<file path="src/rtl/alu_arbiter.sv">
// Round-robin arbiter and sequencer for one shared ALU serving two clients.
// Each operation runs IDLE (accept) -> EXEC (capture result) -> RESP (held until consumed).
module alu_arbiter #(
  parameter int PC_WIDTH = 16
) (
  input  logic                clk,
  input  logic                rst_n,
  input  logic                req0_valid,
  output logic                req0_ready,
  input  logic [PC_WIDTH-1:0] req0_a,
  input  logic [PC_WIDTH-1:0] req0_b,
  input  logic [2:0]          req0_ctrl,
  output logic                resp0_valid,
  input  logic                resp0_ready,
  input  logic                req1_valid,
  output logic                req1_ready,
  input  logic [PC_WIDTH-1:0] req1_a,
  input  logic [PC_WIDTH-1:0] req1_b,
  input  logic [2:0]          req1_ctrl,
  output logic                resp1_valid,
  input  logic                resp1_ready,
  output logic [PC_WIDTH-1:0] resp_result,
  output logic                resp_zero,
  output logic [PC_WIDTH-1:0] alu_in_a,
  output logic [PC_WIDTH-1:0] alu_in_b,
  output logic [2:0]          alu_ctrl,
  input  logic [PC_WIDTH-1:0] alu_result,
  input  logic                alu_zero,
  output logic                busy,
  output logic                grant_id
);

  typedef enum logic [1:0] {IDLE, EXEC, RESP} state_t;

  state_t              state;
  logic                prio;
  logic [PC_WIDTH-1:0] op_a;
  logic [PC_WIDTH-1:0] op_b;
  logic [2:0]          op_ctrl;
  logic                pick1;
  logic                resp_ready_sel;

  // Requester 1 wins when it is alone or when both ask and the pointer favours it.
  assign pick1      = req1_valid && (!req0_valid || prio);
  assign req0_ready = (state == IDLE) && req0_valid && !pick1;
  assign req1_ready = (state == IDLE) && pick1;

  assign resp_ready_sel = grant_id ? resp1_ready : resp0_ready;
  assign resp0_valid    = (state == RESP) && !grant_id;
  assign resp1_valid    = (state == RESP) && grant_id;
  assign busy           = (state != IDLE);

  // The ALU only ever sees latched operands, so requesters may change ports after accept.
  assign alu_in_a = op_a;
  assign alu_in_b = op_b;
  assign alu_ctrl = op_ctrl;

  // NOTE: every register here, operands included, is in the async reset so an
  // aborted operation leaves no stale values visible on the ALU or response ports.
  always_ff @(posedge clk or negedge rst_n) begin
    if (!rst_n) begin
      state       <= IDLE;
      prio        <= 1'b0;
      grant_id    <= 1'b0;
      op_a        <= '0;
      op_b        <= '0;
      op_ctrl     <= '0;
      resp_result <= '0;
      resp_zero   <= 1'b0;
    end else begin
      // NOTE: non-blocking assignments keep every branch reading pre-edge values.
      case (state)
        IDLE: begin
          if (req0_ready || req1_ready) begin
            op_a     <= pick1 ? req1_a    : req0_a;
            op_b     <= pick1 ? req1_b    : req0_b;
            op_ctrl  <= pick1 ? req1_ctrl : req0_ctrl;
            grant_id <= pick1;
            state    <= EXEC;
          end
        end
        EXEC: begin
          resp_result <= alu_result;
          resp_zero   <= alu_zero;
          state       <= RESP;
        end
        RESP: begin
          // Pointer moves only on completion, so a lone requester can be served back-to-back.
          if (resp_ready_sel) begin
            prio  <= ~grant_id;
            state <= IDLE;
          end
        end
        default: state <= IDLE;
      endcase
    end
  end

endmodule

</file>
<file path="config.mk">
export PLATFORM = sky130hd
export DESIGN_NAME = alu_arbiter
export DESIGN_NICKNAME = d
export VERILOG_FILES = /design/src/rtl/alu_arbiter.sv
export SDC_FILE = /design/constraint.sdc
export NUM_CORES = 1
export LEC_CHECK = 0
export ABC_AREA = 1
export BUFFER_PORTS_ARGS = -buffer_cell sky130_fd_sc_hd__clkbuf_2
export CAP_MARGIN = 20
export CORE_ASPECT_RATIO = 0.8
export CORE_MARGIN = 8
export CORE_UTILIZATION = 45
export DETAILED_ROUTE_END_ITERATION = 10
export MAX_ROUTING_LAYER = met4
export PLACE_DENSITY = 0.8
export SLEW_MARGIN = 0
export SYNTH_ARGS = -nofsm -noshare
export SYNTH_HDL_FRONTEND = slang
export SYNTH_SLANG_ARGS = --single-unit
</file>
<file path="constraint.sdc">
create_clock -name clk -period 1.6 [get_ports clk]
set_input_delay 0.48 -clock clk [delete_from_list [all_inputs] [get_ports clk]]
set_output_delay 0.48 -clock clk [all_outputs]
set_load 0.01 [all_outputs]
</file>
==> reports/qor.yml <==
die_h_microns: 87.11
fmax_ghz: 0.5702
cts_tree: "yes"
yosys-top-cells-area: "dfrtp_1, nand2_1, nand3_1, buf_6, buf_4"
place_area_sq_um: 3632
finalWeightedCongestion: 0.7748
drv_cap: 0
syn_inst: 369
hold_ws_ns: 0.1626
via_per_inst: 4.896
crit_arrival_ns: 1.27
ys_seq_area_frac: 0.4927
outcome: "finished, violations left"
worstPathRequired_ns: 1.12
cp-startpoint: "state[1]"
antenna_found_initial: 0
drc: 0
p_per_area_nw_per_um2: 1789
first_iter_violations: 134
timing.rr.start: "prio"
grt_overflow: 0
intPower_mw: 3.838
synth_top_area_frac: 0.4927
grt_first_pass_wirelength_microns: 13860
num_rows: 26
drv_slew: 0
switching_share: 0.4404
avgSynthCellArea_sq_um: 7.707
synth_largest_area_cell: "dfrtp_1"
grt_pass1_vias: 2947
die_w_microns: 104.9
place_inst: 592
ys.flop_type: "dfrtp_1"
worst_slew_pin_slew_ns: 0.3420
clockBufferDepth: 2
ctsHoldBuffers: 0
io_pins: 151
crit_type: "reg -> out"
slew_headroom: 0.7712
synth_edf_count: 0
grt_max_degree: 57
cp_max_fo: 3
io_buffer_count: 150
synthArstFlopShare: 1.000
violations: "setup timing"
p_comb_frac: 0.524
core_area_sq_um: 6246
clock-skew-final_ns: 0.006562
ir_drop_uv: 813.1
hold_class: "in -> async"
finalCriticalPeriod_ns: 1.754
fin_crit_sh: 1.096
stdcell_count: 605
n_antenna_cell: 0
ys_types: 17
area.growth.synth_to_final_pct: 34.80
pre_cts_slack_ns: -0.01213
wl_microns: 8611
clockRootBuffer: "clkbuf_8"
synthTopCellsByCount: "nand2_1, nand3_1, dfrtp_1, buf_6, buf_4"
fin_area_sq_um: 3834
wl_per_cell_microns: 14.23
hold_viol: 0
cts_buffers: 5
hpwl_microns: 6540
crit_path_end_kind: "output pin"
drive_gt1_frac: 0.3666
synth.net_count: 462
ys_warn_count: 0
ys_seq_elements: 56
clkPwrFrac: 0.111
clk_latency_ns: 0.30
drt_pass1_iterations: 4
track_usage: 0.1887
clock-sinks: 56
cts-htree-levels: 2
final_antenna_net_count: 0
switchingPower_mw: 3.020
seqPwrFrac: 0.365
setup_viol: 5
start_util: 0.4553
clkTransAtPathRegs_ns: 0.10
worst_slack_ns: -0.1538
floorplan.die_area_sq_um: 9136
rsz0062_at_grt: "yes"
netlist_area_sq_um: 2844
vias: 2962
yosysMostFrequentCell: "nand2_1"
p_leak_nw: 2.313
fin_tns_setup_ns: -0.6135
startpoint_type: "flip-flop"
nets: 613
cell type report:
type                    instances  area [sq um]
fillers                       587          2412
flip-flops and latches         56          1401
multi-input cells             281          1249
repair buffers                170         964.7
well taps                      84         105.1
clock buffers                   6         72.57
inverters                       6         25.02
clock inverters                 2         16.27
layer usage:
metal / track usage / part of all wire
met1: 0.2257 / 0.44
met2: 0.3106 / 0.47
met4: 0.03876 / 0.0081
met5: - / 0
met3: 0.05695 / 0.074
registers in the layout (all words and copies together) (netlist names):
name	cells
resp_result	16
grant_id	1
prio	1
alu_in_a	16
state	2
alu_ctrl	3
alu_in_b	16
resp_zero	1
cells in the final DEF, fill, tap and decap left out, drive strengths merged:
cell type	n
o21ai	2
nor2	3
clkinv	1
inv	6
dfrtp	56
nand2	186
clkbuf	151
clkinvlp	1
nand3	88
buf	25
a21oi	2
timing repair:
item | 4_1_cts | 5_1_grt
pin swaps | 3 | 1
setup buffers | 5 | 1
gates cloned | 0 | 0
resized for setup | 13 | 12
setup endpoints to repair | 5 | 5
power groups by stage:
stage               clock network (mW)  logic, mW  registers (mW)
floorplan                            0       1.84            2.78
global placement                     0       3.25            2.49
detailed placement                   0       3.36            2.51
CTS                              0.779       3.55            2.50
global route                     0.855       4.03            2.57
finish                           0.760       3.59            2.51
cell families after synthesis:
| logic type | Yosys count | share of synthesized area |
|---|---|---|
| buffers and inverters | 32 | 0.08447 |
| AOI/OAI and AO/OA | 4 | 0.008358 |
| DFF | 56 | 0.4927 |
| and+or+nand+nor | 277 | 0.4144 |
stage by stage:
stage | power [mW] | utilization
global route | 7.462 | 0.6138
finish | 6.859 | 0.6138
floorplan | 4.614 | -
detailed placement | 5.875 | 0.5815
global placement | 5.733 | 0.5815
CTS | 6.832 | 0.6090
final timing paths:
| path | end | slack, ns | cells after the start |
|---|---|---|---|
| min | alu_in_a[12] | 0.16 | 2 |
| max in group asynchronous | alu_in_a[8] | 1.18 | 2 |
| min in group clk | resp_result[7] | 0.40 | 3 |
| max | req0_ready | -0.15 | 4 |
| max reg2reg | alu_in_a[12] | 0.19 | 8 |
| min reg2reg | resp_result[9] | 0.48 | 2 |
critical path, cell delays in order (launching register included):
cell and delay (ns):
dfrtp_1 0.42, nor2_4 0.21, nand2_4 0.08, a21oi_2 0.11, buf_2 0.15
(Power assumes the default switching activity.)
